<file path="src/rtl/bcd_stopwatch_lap_if.sv">
// Button-pulse inputs and display outputs of the BCD stopwatch, bundled for
// the board-level button conditioning (master) and the stopwatch core (slave).
interface bcd_stopwatch_lap_if #(
    parameter int MIN_DIGITS = 1
);
    logic                    start_stop;
    logic                    lap;
    logic [3:0]              decisecond;
    logic [3:0]              second_r;
    logic [3:0]              second_l;
    logic [4*MIN_DIGITS-1:0] minutes;
    logic                    running;
    logic                    lap_active;
    logic                    wrap;

    modport master (
        output start_stop, lap,
        input  decisecond, second_r, second_l, minutes, running, lap_active, wrap
    );

    modport slave (
        input  start_stop, lap,
        output decisecond, second_r, second_l, minutes, running, lap_active, wrap
    );
endinterface

</file>
<file path="src/rtl/bcd_stopwatch_lap.sv">
// BCD stopwatch with start/stop, pause, lap hold and a built-in decisecond
// prescaler; the display, running, lap_active and wrap outputs are registered.
//
// state | meaning
// IDLE  | count and prescaler zero, waiting for start_stop
// RUN   | counting, live count displayed
// LAP   | counting, lap latch displayed
// PAUSE | count and prescaler frozen, live count displayed
module bcd_stopwatch_lap #(
    parameter int CLK_DIV    = 10_000_000,
    parameter int MIN_DIGITS = 1
) (
    input  logic               clk,
    input  logic               clr,
    bcd_stopwatch_lap_if.slave sw
);
    localparam int ND = 3 + MIN_DIGITS;
    localparam int CW = 4 * ND;
    localparam int PW = $clog2(CLK_DIV);
    localparam logic [PW-1:0] PSC_MAX = PW'(CLK_DIV - 1);

    typedef enum logic [1:0] {IDLE, RUN, LAP, PAUSE} state_t;

    state_t        state, state_nx;
    logic [PW-1:0] psc, psc_nx;
    logic [CW-1:0] cnt, cnt_nx, cnt_inc;
    logic [CW-1:0] latch, latch_nx;
    logic [CW-1:0] disp_nx, disp_q;
    logic          counting, tick, carry, clear, capture;
    logic          running_nx, lap_active_nx, wrap_nx;
    logic          running_q, lap_active_q, wrap_q;

    always_ff @(posedge clk or negedge clr) begin
        if (!clr) begin
            state <= IDLE;
        end else begin
            state <= state_nx;
        end
    end

    // start_stop takes priority over lap in every state
    always_comb begin
        state_nx = state;
        unique case (state)
            IDLE:    if (sw.start_stop) state_nx = RUN;
            RUN:     if (sw.start_stop) state_nx = PAUSE;
                     else if (sw.lap)   state_nx = LAP;
            LAP:     if (sw.start_stop) state_nx = PAUSE;
                     else if (sw.lap)   state_nx = RUN;
            PAUSE:   if (sw.start_stop) state_nx = RUN;
                     else if (sw.lap)   state_nx = IDLE;
            default: state_nx = IDLE;
        endcase
    end

    always_comb begin
        counting = (state == RUN) || (state == LAP);
        tick     = counting && (psc == PSC_MAX);
        clear    = (state == PAUSE) && !sw.start_stop && sw.lap;
        capture  = (state == RUN) && !sw.start_stop && sw.lap;

        // ripple increment; carry survives the loop only when every digit was at its limit
        cnt_inc = cnt;
        carry   = 1'b1;
        for (int i = 0; i < ND; i++) begin
            if (carry) begin
                if (cnt[4*i +: 4] == ((i == 2) ? 4'd5 : 4'd9)) begin
                    cnt_inc[4*i +: 4] = 4'd0;
                end else begin
                    cnt_inc[4*i +: 4] = cnt[4*i +: 4] + 4'd1;
                    carry = 1'b0;
                end
            end
        end

        psc_nx = psc;
        if (clear || tick) begin
            psc_nx = '0;
        end else if (counting) begin
            psc_nx = psc + PW'(1);
        end

        cnt_nx = cnt;
        if (clear) begin
            cnt_nx = '0;
        end else if (tick) begin
            cnt_nx = cnt_inc;
        end

        latch_nx = capture ? cnt : latch;
    end

    always_comb begin
        disp_nx       = (state_nx == LAP) ? latch_nx : cnt_nx;
        running_nx    = (state_nx == RUN) || (state_nx == LAP);
        lap_active_nx = (state_nx == LAP);
        wrap_nx       = tick && carry;
    end

    always_ff @(posedge clk or negedge clr) begin
        if (!clr) begin
            psc          <= '0;
            cnt          <= '0;
            latch        <= '0;
            disp_q       <= '0;
            running_q    <= 1'b0;
            lap_active_q <= 1'b0;
            wrap_q       <= 1'b0;
        end else begin
            psc          <= psc_nx;
            cnt          <= cnt_nx;
            latch        <= latch_nx;
            disp_q       <= disp_nx;
            running_q    <= running_nx;
            lap_active_q <= lap_active_nx;
            wrap_q       <= wrap_nx;
        end
    end

    assign sw.decisecond = disp_q[3:0];
    assign sw.second_r   = disp_q[7:4];
    assign sw.second_l   = disp_q[11:8];
    assign sw.minutes    = disp_q[CW-1:12];
    assign sw.running    = running_q;
    assign sw.lap_active = lap_active_q;
    assign sw.wrap       = wrap_q;
endmodule
</file>
<file path="src/flat_wrapper.sv">
// flat-port wrapper written by rule: the top's interface ports become plain ports
module bcd_stopwatch_lap_flat 
#(
    parameter int CLK_DIV    = 10_000_000,
    parameter int MIN_DIGITS = 1
)
  (clk, clr, sw_start_stop, sw_lap, sw_decisecond, sw_second_r, sw_second_l, sw_minutes, sw_running, sw_lap_active, sw_wrap);
  bcd_stopwatch_lap_if #(.MIN_DIGITS(MIN_DIGITS)) sw_i ();
  input  logic clk;
  input  logic clr;
  input wire logic [$bits(sw_i.start_stop)-1:0] sw_start_stop;
  input wire logic [$bits(sw_i.lap)-1:0] sw_lap;
  output wire logic [$bits(sw_i.decisecond)-1:0] sw_decisecond;
  output wire logic [$bits(sw_i.second_r)-1:0] sw_second_r;
  output wire logic [$bits(sw_i.second_l)-1:0] sw_second_l;
  output wire logic [$bits(sw_i.minutes)-1:0] sw_minutes;
  output wire logic [$bits(sw_i.running)-1:0] sw_running;
  output wire logic [$bits(sw_i.lap_active)-1:0] sw_lap_active;
  output wire logic [$bits(sw_i.wrap)-1:0] sw_wrap;
  assign sw_i.start_stop = sw_start_stop;
  assign sw_i.lap = sw_lap;
  assign sw_decisecond = sw_i.decisecond;
  assign sw_second_r = sw_i.second_r;
  assign sw_second_l = sw_i.second_l;
  assign sw_minutes = sw_i.minutes;
  assign sw_running = sw_i.running;
  assign sw_lap_active = sw_i.lap_active;
  assign sw_wrap = sw_i.wrap;
  bcd_stopwatch_lap #(.CLK_DIV(CLK_DIV), .MIN_DIGITS(MIN_DIGITS)) u_core (.clk(clk), .clr(clr), .sw(sw_i));
endmodule
</file>
<file path="config.mk">
export PLATFORM = sky130hd
export DESIGN_NAME = bcd_stopwatch_lap_flat
export DESIGN_NICKNAME = d
export VERILOG_FILES = /design/src/rtl/bcd_stopwatch_lap_if.sv /design/src/rtl/bcd_stopwatch_lap.sv /design/src/flat_wrapper.sv
export SDC_FILE = /design/constraint.sdc
export NUM_CORES = 1
export LEC_CHECK = 0
export ABC_AREA = 1
export CAP_MARGIN = 5
export CORE_MARGIN = 1
export CORE_UTILIZATION = 48
export CTS_BUF_LIST = sky130_fd_sc_hd__clkbuf_4 sky130_fd_sc_hd__clkbuf_8 sky130_fd_sc_hd__clkbuf_16
export DETAILED_ROUTE_END_ITERATION = 16
export GPL_ROUTABILITY_DRIVEN = 0
export PLACE_DENSITY = 0.66
export SYNTH_ARGS = -nofsm -noshare
export SYNTH_HDL_FRONTEND = slang
export SYNTH_SLANG_ARGS = --single-unit
</file>
<file path="constraint.sdc">
create_clock -name clk -period 2.2 [get_ports clk]
set_clock_uncertainty 0.1 [all_clocks]
set_input_delay 0.33 -clock clk [delete_from_list [all_inputs] [get_ports clk]]
set_output_delay 0.33 -clock clk [all_outputs]
set_load 0.05 [all_outputs]
</file>
==> impl_metrics.py, run 1 <==
metrics = {
    "logic_synthesis": {
        "synth_compound_area_share_pct": 6.12,
        "ys_types": 32,
        "synth_seq_area_share_pct": 45.3,
        "synth_top_area_share_pct": 45.3,
        "synthSimpleGateAreaFrac_pct": 37.3,
        "ys_warn_count": 0,
        "avgSynthCellArea_sq_um": 7.25,
        "synth-async-reset-ratio_pct": 100,
        "synth_top_family_by_area": "simple AND/OR/NAND/NOR gates",
        "syn_inst": 586,
        "synth_edf_count": 0,
        "synth_area_leader_cell": "dfrtp_1",
        "synthesis.area_sq_mm": 0.00425,
        "syn_nets": 596,
        "synth.area.top_cells": "dfrtp_1 (45%), nand2_1 (18%), nor2_1 (6.4%)",
        "ys_ff_latch": 77,
        "synthXorXnorAreaFrac_pct": 1.65,
        "synth_mux_area_share_pct": 0,
        "synth-adder-area-share_pct": 1.77,
        "ys.flop_type": "dfrtp_1",
    },
    "global_route": {
        "grt_max_degree": 35,
        "grt_pass1_vias": 3843,
        "antenna_found_initial": 0,
        "grt_use_total_pct": 25.6,
        "grtUsageMet3_pct": 4.50,
        "grt_use_met2_pct": 42.6,
        "grt_pass1_wl_microns": 18200,
        "grtUsageMet1_pct": 33.1,
        "grt_overflow": 0,
        "gr-max-usage-layer": "met2",
    },
    "cts": {
        "cts_resized": 0,
        "cts.sinks": 77,
        "clockBufferDepth": 2,
        "cts.clk_slew.worst_paths_ns": 0.09,
        "clock-root-buffer": "clkbuf_8",
        "cts_tree": "yes",
        "cts_setup_buffers": 0,
        "clock_latency_ns": 0.36,
        "h-tree-depth": 3,
        "cts_made_buffers": 9,
    },
    "setup_path": {
        "worstPathCellList": "ha_1, nand2_2, nor2_4, nand3_2, nor2_4, nand3_4, buf_4, nand2_1, nand2_1, nand3_1, nand2_1",
        "critPathMostFrequentCell": "nand2_1",
        "critPathMaxStageDelay_ns": 0.39,
        "crit_fanout": 7,
        "arrival_ns": 2.18,
        "r2r-start": "u_core.psc[0]",
        "worstReg2RegEnd": "u_core.disp_q[13]",
        "slowest_stage": "dfrtp_1",
        "reg2reg_depth": 11,
        "crit_path_end_kind": "flip-flop",
        "required_ns": 2.35,
        "crit_path_start_kind": "flip-flop",
        "reg2reg_slack_ns": 0.17,
        "crit_type": "reg2reg",
    },
    "drt": {
        "drtIter0Drc": 221,
        "dr.pass1.iters": 5,
        "vias": 3921,
        "vias_per_cell": 5.32,
        "ant_nets": 0,
        "postRouteWirelength_microns": 10300,
        "drc": 0,
        "post_drt_wl_per_cell_microns": 14.0,
    },
    "timing": {
        "hold_violations": 0,
        "final_max_slew_viol_count": 0,
        "slew-limit-headroom_pct": 63.2,
        "fmax_mhz": 493,
        "rsz0062_at_grt": "no",
        "tns_ns": 0,
        "fin_crit_ns": 2.03,
        "fin_crit_sh_pct": 92.2,
        "tightest_slew_ns": 0.547,
        "finalSetupViolCount": 0,
    },
    "cells_and_area": {
        "drive_above_1_share_pct": 8.07,
        "n_fill_cell": 807,
        "multi_input_area_sq_mm": 0.00199,
        "fin_nets": 637,
        "final_cells": 737,
        "area.growth.synth_to_final_pct": 15.7,
        "regArea_sq_mm": 0.00193,
        "n_antenna_cell": 0,
        "fin_area_sq_mm": 0.00491,
        "fin_util_pct": 58.6,
    },
    "power": {
        "power_density_mw_per_mm2": 1130,
        "p_leak_uw": 0.00240,
        "peakVddDrop_mv": 0.568,
    },
    "floorplanning": {
        "die_w_microns": 96.1,
        "core_sq_mm": 0.00838,
        "start_util_pct": 50.7,
        "die_y_microns": 96.1,
        "rows": 33,
        "io_pins": 23,
        "fp.dieArea_sq_mm": 0.00923,
    },
    "place": {
        "post_dp_cell_area_sq_mm": 0.00470,
        "place_inst": 720,
        "hpwl_microns": 7480,
        "io_buffers": 22,
    },
    "outcome": {
        "status": "finished clean",
    },
    "min_path": {
        "hold_path.class": "in2async",
    },
    "run": {
        "drv_cap": 0,
    },
}
-- power by group --
part | switching [uW] | total [uW] | internal [uW]
registers | 252 | 2060 | 1800
logic | 1590 | 2360 | 779
clock network | 593 | 1130 | 540
total | 2430 | 5550 | 3120
-- synthesized netlist by cell type (all sizes together) (2+ instances only) --
| cell type | instances |
|---|---|
| and3 | 2 |
| a31oi | 2 |
| nor3 | 15 |
| nand4 | 23 |
| a21oi | 9 |
| nand3 | 42 |
| xnor2 | 2 |
| o21a | 2 |
| dfrtp | 77 |
| buf | 8 |
| o21ai | 33 |
| nand2 | 204 |
| inv | 67 |
| clkbuf | 6 |
| xor2 | 6 |
| a211oi | 2 |
| ha | 6 |
| nor2 | 76 |
-- worst max-delay path by stage --
stage	startpoint	to	cells after the start
floorplan	u_core.state[0]	u_core.disp_q[10]	12
finish	u_core.psc[0]	u_core.disp_q[13]	11
global placement	sw_start_stop	u_core.disp_q[13]	11
detailed placement	sw_start_stop	u_core.disp_q[2]	11
global route	u_core.psc[19]	u_core.disp_q[13]	10
CTS	u_core.psc[0]	u_core.disp_q[13]	11
-- logic make-up (layout without fill, tap and decap cells) --
| group | after synthesis | after routing |
|---|---|---|
| xor gates and xnor gates | 8 | 8 |
| adders and majority gates | 6 | 6 |
| DFF | 77 | 77 |
| and+or+nand+nor | 365 | 365 |
| buffers and inverters | 81 | 127 |
| AOI/OAI and AO/OA | 49 | 49 |
-- metal layers --
metal / vias up / wire length (microns) / share of wire (%)
met2: 114 / 4920 / 48
li1: 1957 / - / -
met5: - / 0 / 0
met1: 1831 / 4780 / 46
met3: 19 / 424 / 4.1
met4: 0 / 201 / 1.9
-- cell type report --
cell class | count | area share (%)
tap | 105 | 2.67
sequential | 77 | 39.2
inverter | 67 | 5.12
multi-input combinational | 428 | 40.5
clock inverter | 7 | 1.65
clock buffer | 9 | 2.52
timing repair buffer | 44 | 8.35
-- cell usage in the layout (no fill, tap or decap), types with 6 or more instances in the layout --
cell type,synthesis,routed
nor3_1,14,14
nand2_1,199,199
dfrtp_1,77,77
nor2_1,72,72
nand4_1,23,23
nand3_1,40,40
inv_1,66,66
ha_1,6,6
clkbuf_8,0,9
clkdlybuf4s50_1,0,21
buf_4,3,20
o21ai_0,33,33
a21oi_1,9,9
xor2_1,6,6
-- what timing repair did --
item | in CTS | in global routing
endpoints found under the hold margin | 32 | 0
setup endpoints to repair | 0 | 2
hold buffers | 1 | 0
-- metrics by stage --
step                worst slack, ns  hold slack, ns  power [uW]
floorplan                     0.216         -0.0656        3640
global placement              0.136           0.213        4370
detailed placement           0.0620           0.219        4420
CTS                           0.147           0.369        5570
global route                 0.0161           0.414        5980
finish                        0.171           0.355        5550
-- worst max-delay path, delay by kind of cell, from the launching register on --
family	cells	cell delay [ns]
simple gates	9	0.99
flops	1	0.39
fa+ha+maj	1	0.24
buf+inv	1	0.19
-- sequential cells by signal, indices dropped and copies added (netlist names) --
signal / cells
u_core.sw.wrap: 1
u_core.state: 2
u_core.sw.running: 1
u_core.psc: 24
u_core.latch: 16
u_core.sw.lap_active: 1
u_core.cnt: 16
u_core.disp_q: 16
(Power assumes the default switching activity.)
==> run 2, diff against run 1 <==
CAP_MARGIN = 20   (was 5)
==> results of run 2 <==
No change in the layout: final DEF, timing and power equal those of run 1.
==> variant (flow settings as in run 1) <==
The 4 states of `state_t` get a Gray code encoding in 2 bits.
--- a/src/rtl/bcd_stopwatch_lap.sv
+++ b/src/rtl/bcd_stopwatch_lap.sv
@@ -20,5 +20,5 @@
     localparam logic [PW-1:0] PSC_MAX = PW'(CLK_DIV - 1);
 
-    typedef enum logic [1:0] {IDLE, RUN, LAP, PAUSE} state_t;
+    typedef enum logic [1:0] {IDLE = 2'b00, RUN = 2'b01, LAP = 2'b11, PAUSE = 2'b10} state_t;
 
     state_t        state, state_nx;
Check against the original RTL: no difference found for any inputs over 10 cycles, from zero or initial values; not proved beyond that.
==> variant against run 1 <==
Setup slack lost 0.034 ns. Die area down 5.5%. Wire length fell by 6.9%. Final area is 4.7% lower. Critical path depth down 1. Sequential share of layout area increased by 1.4 points. Fmax shrank 1.7%. Synthesized area down 5.6%. Sequential cell count decreased by 1. Critical path type unchanged.
Power is not compared: it rests on default switching activity, and its combinational part moved more than twofold at a synthesized area within 25%.
==> variant: results <==
set metrics [dict create \
    async_flop_share_pct 100 \
    worstPathArrival_ns 2.20 \
    startpoint_type "register" \
    antenna_found_initial 0 \
    port_buffers 22 \
    cp_top_family "simple AND/OR/NAND/NOR gates" \
    grt_usage_pct 23.6 \
    r2r-start "u_core.psc[0]$_DFFE_PN0P_" \
    critPathMaxStageDelay_ns 0.41 \
    synth_cell_types 34 \
    vias 3550 \
    fin_nets 567 \
    finalMaxSlewViolations 0 \
    synth_commonest_cells "nand2_1 (152), dfrtp_1 (76), nor2_1 (57)" \
    grt_pass1_wl_microns 15900 \
    syn-num-nets 531 \
    clock_latency_ns 0.36 \
    worstRegToRegCells 10 \
    largest_register_ffs 24 \
    drive_above_1_share_pct 11.5 \
    clk_pin_slew_worst_paths_ns 0.09 \
    placed_area_sq_mm 0.00440 \
    clock_tree.buffer_depth 2 \
    yosys_warnings 0 \
    cts_buffers 9 \
    ys_seq_area_share_pct 47.4 \
    wl_microns 9620 \
    post-dp-hpwl_microns 6650 \
    grt_pass1_vias 3318 \
    insertedDiodeCount 0 \
    wire_per_inst_microns 14.4 \
    drtIter0Drc 237 \
    dpl_worst_slack_ns 0.0305 \
    status "finished clean" \
    top_register "u_core.psc" \
    crit_fanout 11 \
    grt_start_max_net_pins 43 \
    max-vdd-ir-drop_mv 0.629 \
    ys_top_cells_by_area "dfrtp_1 (47%), nand2_1 (14%), nand3_1 (5.4%)" \
    ctsResizeCount 0 \
    hold_class "in -> async" \
    dp_cells 647 \
    cellLeakagePower_nw 2.25 \
    tightest_slew_ns 0.506 \
    synthCells 526 \
]
[variant: cell types whose count changed in the layout (fill, tap and decap cells not counted), sizes merged, moves of 4 or more]
cell,before,now
nor2,76,66
ha,6,1
nand4,23,14
nand3,42,46
xor2,6,11
nand2,204,164
inv,70,60
buf,22,14
[variant: timing repair]
action                                  4_1_cts  5_1_grt
hold buffers                                  1        0
buffers inserted                              0        4
endpoints found under the hold margin        34        0
endpoints found under the setup margin        0        1
[variant: routing by layer]
metal	vias to the layer above	share of wire, %	global-route usage (%)
met5	-	0	0
met3	14	4.6	4.31
met1	1698	47	32.7
met2	88	47	36.8
met4	0	1.8	8.85
li1	1750	-	-
[variant: path summary, 6_finish.rpt]
check                      slack, ns                          to
max                             0.14  u_core.disp_q[6]$_DFF_PN0_
min                             0.36   u_core.psc[4]$_DFFE_PN0P_
max reg2reg                     0.14  u_core.disp_q[6]$_DFF_PN0_
min reg2reg                     0.40   u_core.latch[5]$_DFF_PN0_
max in group asynchronous       1.05   u_core.latch[0]$_DFF_PN0_
min in group clk                0.40   u_core.latch[5]$_DFF_PN0_
[variant: final cells by class]
| class | instances | area (sq um) |
|---|---|---|
| Fill cell | 704 | 3200 |
| Sequential cell | 76 | 1900 |
| Multi-Input combinational cell | 378 | 1820 |
| Timing Repair Buffer | 35 | 378 |
| Inverter | 62 | 233 |
| Clock buffer | 10 | 138 |
| Tap cell | 102 | 128 |
| Clock inverter | 6 | 87.6 |
[variant: cell families (layout without fill, tap and decap cells)]
| family | after synthesis | in the layout | share of synthesized area [%] |
|---|---|---|---|
| compound gates | 54 | 54 | 7.42 |
| simple gates | 311 | 312 | 34.9 |
| xor+xnor | 11 | 11 | 2.40 |
| flops | 76 | 76 | 47.4 |
| fa+ha+maj | 1 | 1 | 0.312 |
| buf+inv | 73 | 113 | 7.55 |
[variant: where the power goes]
| part | leakage [nW] | switching, mW | total, mW | internal, mW |
|---|---|---|---|---|
| registers | 1.04 | 0.116 | 1.64 | 1.52 |
| logic | 1.10 | 0.693 | 1.04 | 0.344 |
| clock network | 0.105 | 0.542 | 1.21 | 0.667 |
[variant: worst reg2reg max path, delay by kind of cell, from the launching register on]
| family | cells | cell delay [ns] |
|---|---|---|
| adders and majority gates | 1 | 0.20 |
| DFF | 1 | 0.41 |
| and+or+nand+nor | 6 | 0.77 |
| AOI/OAI and AO/OA | 1 | 0.28 |
| buffers and inverters | 2 | 0.18 |
[variant: metrics by stage]
step	hold slack (ns)	power, mW
global route	0.422	4.06
global placement	0.216	2.65
CTS	0.379	3.87
detailed placement	0.224	2.67
floorplan	-0.0656	2.29
finish	0.360	3.88
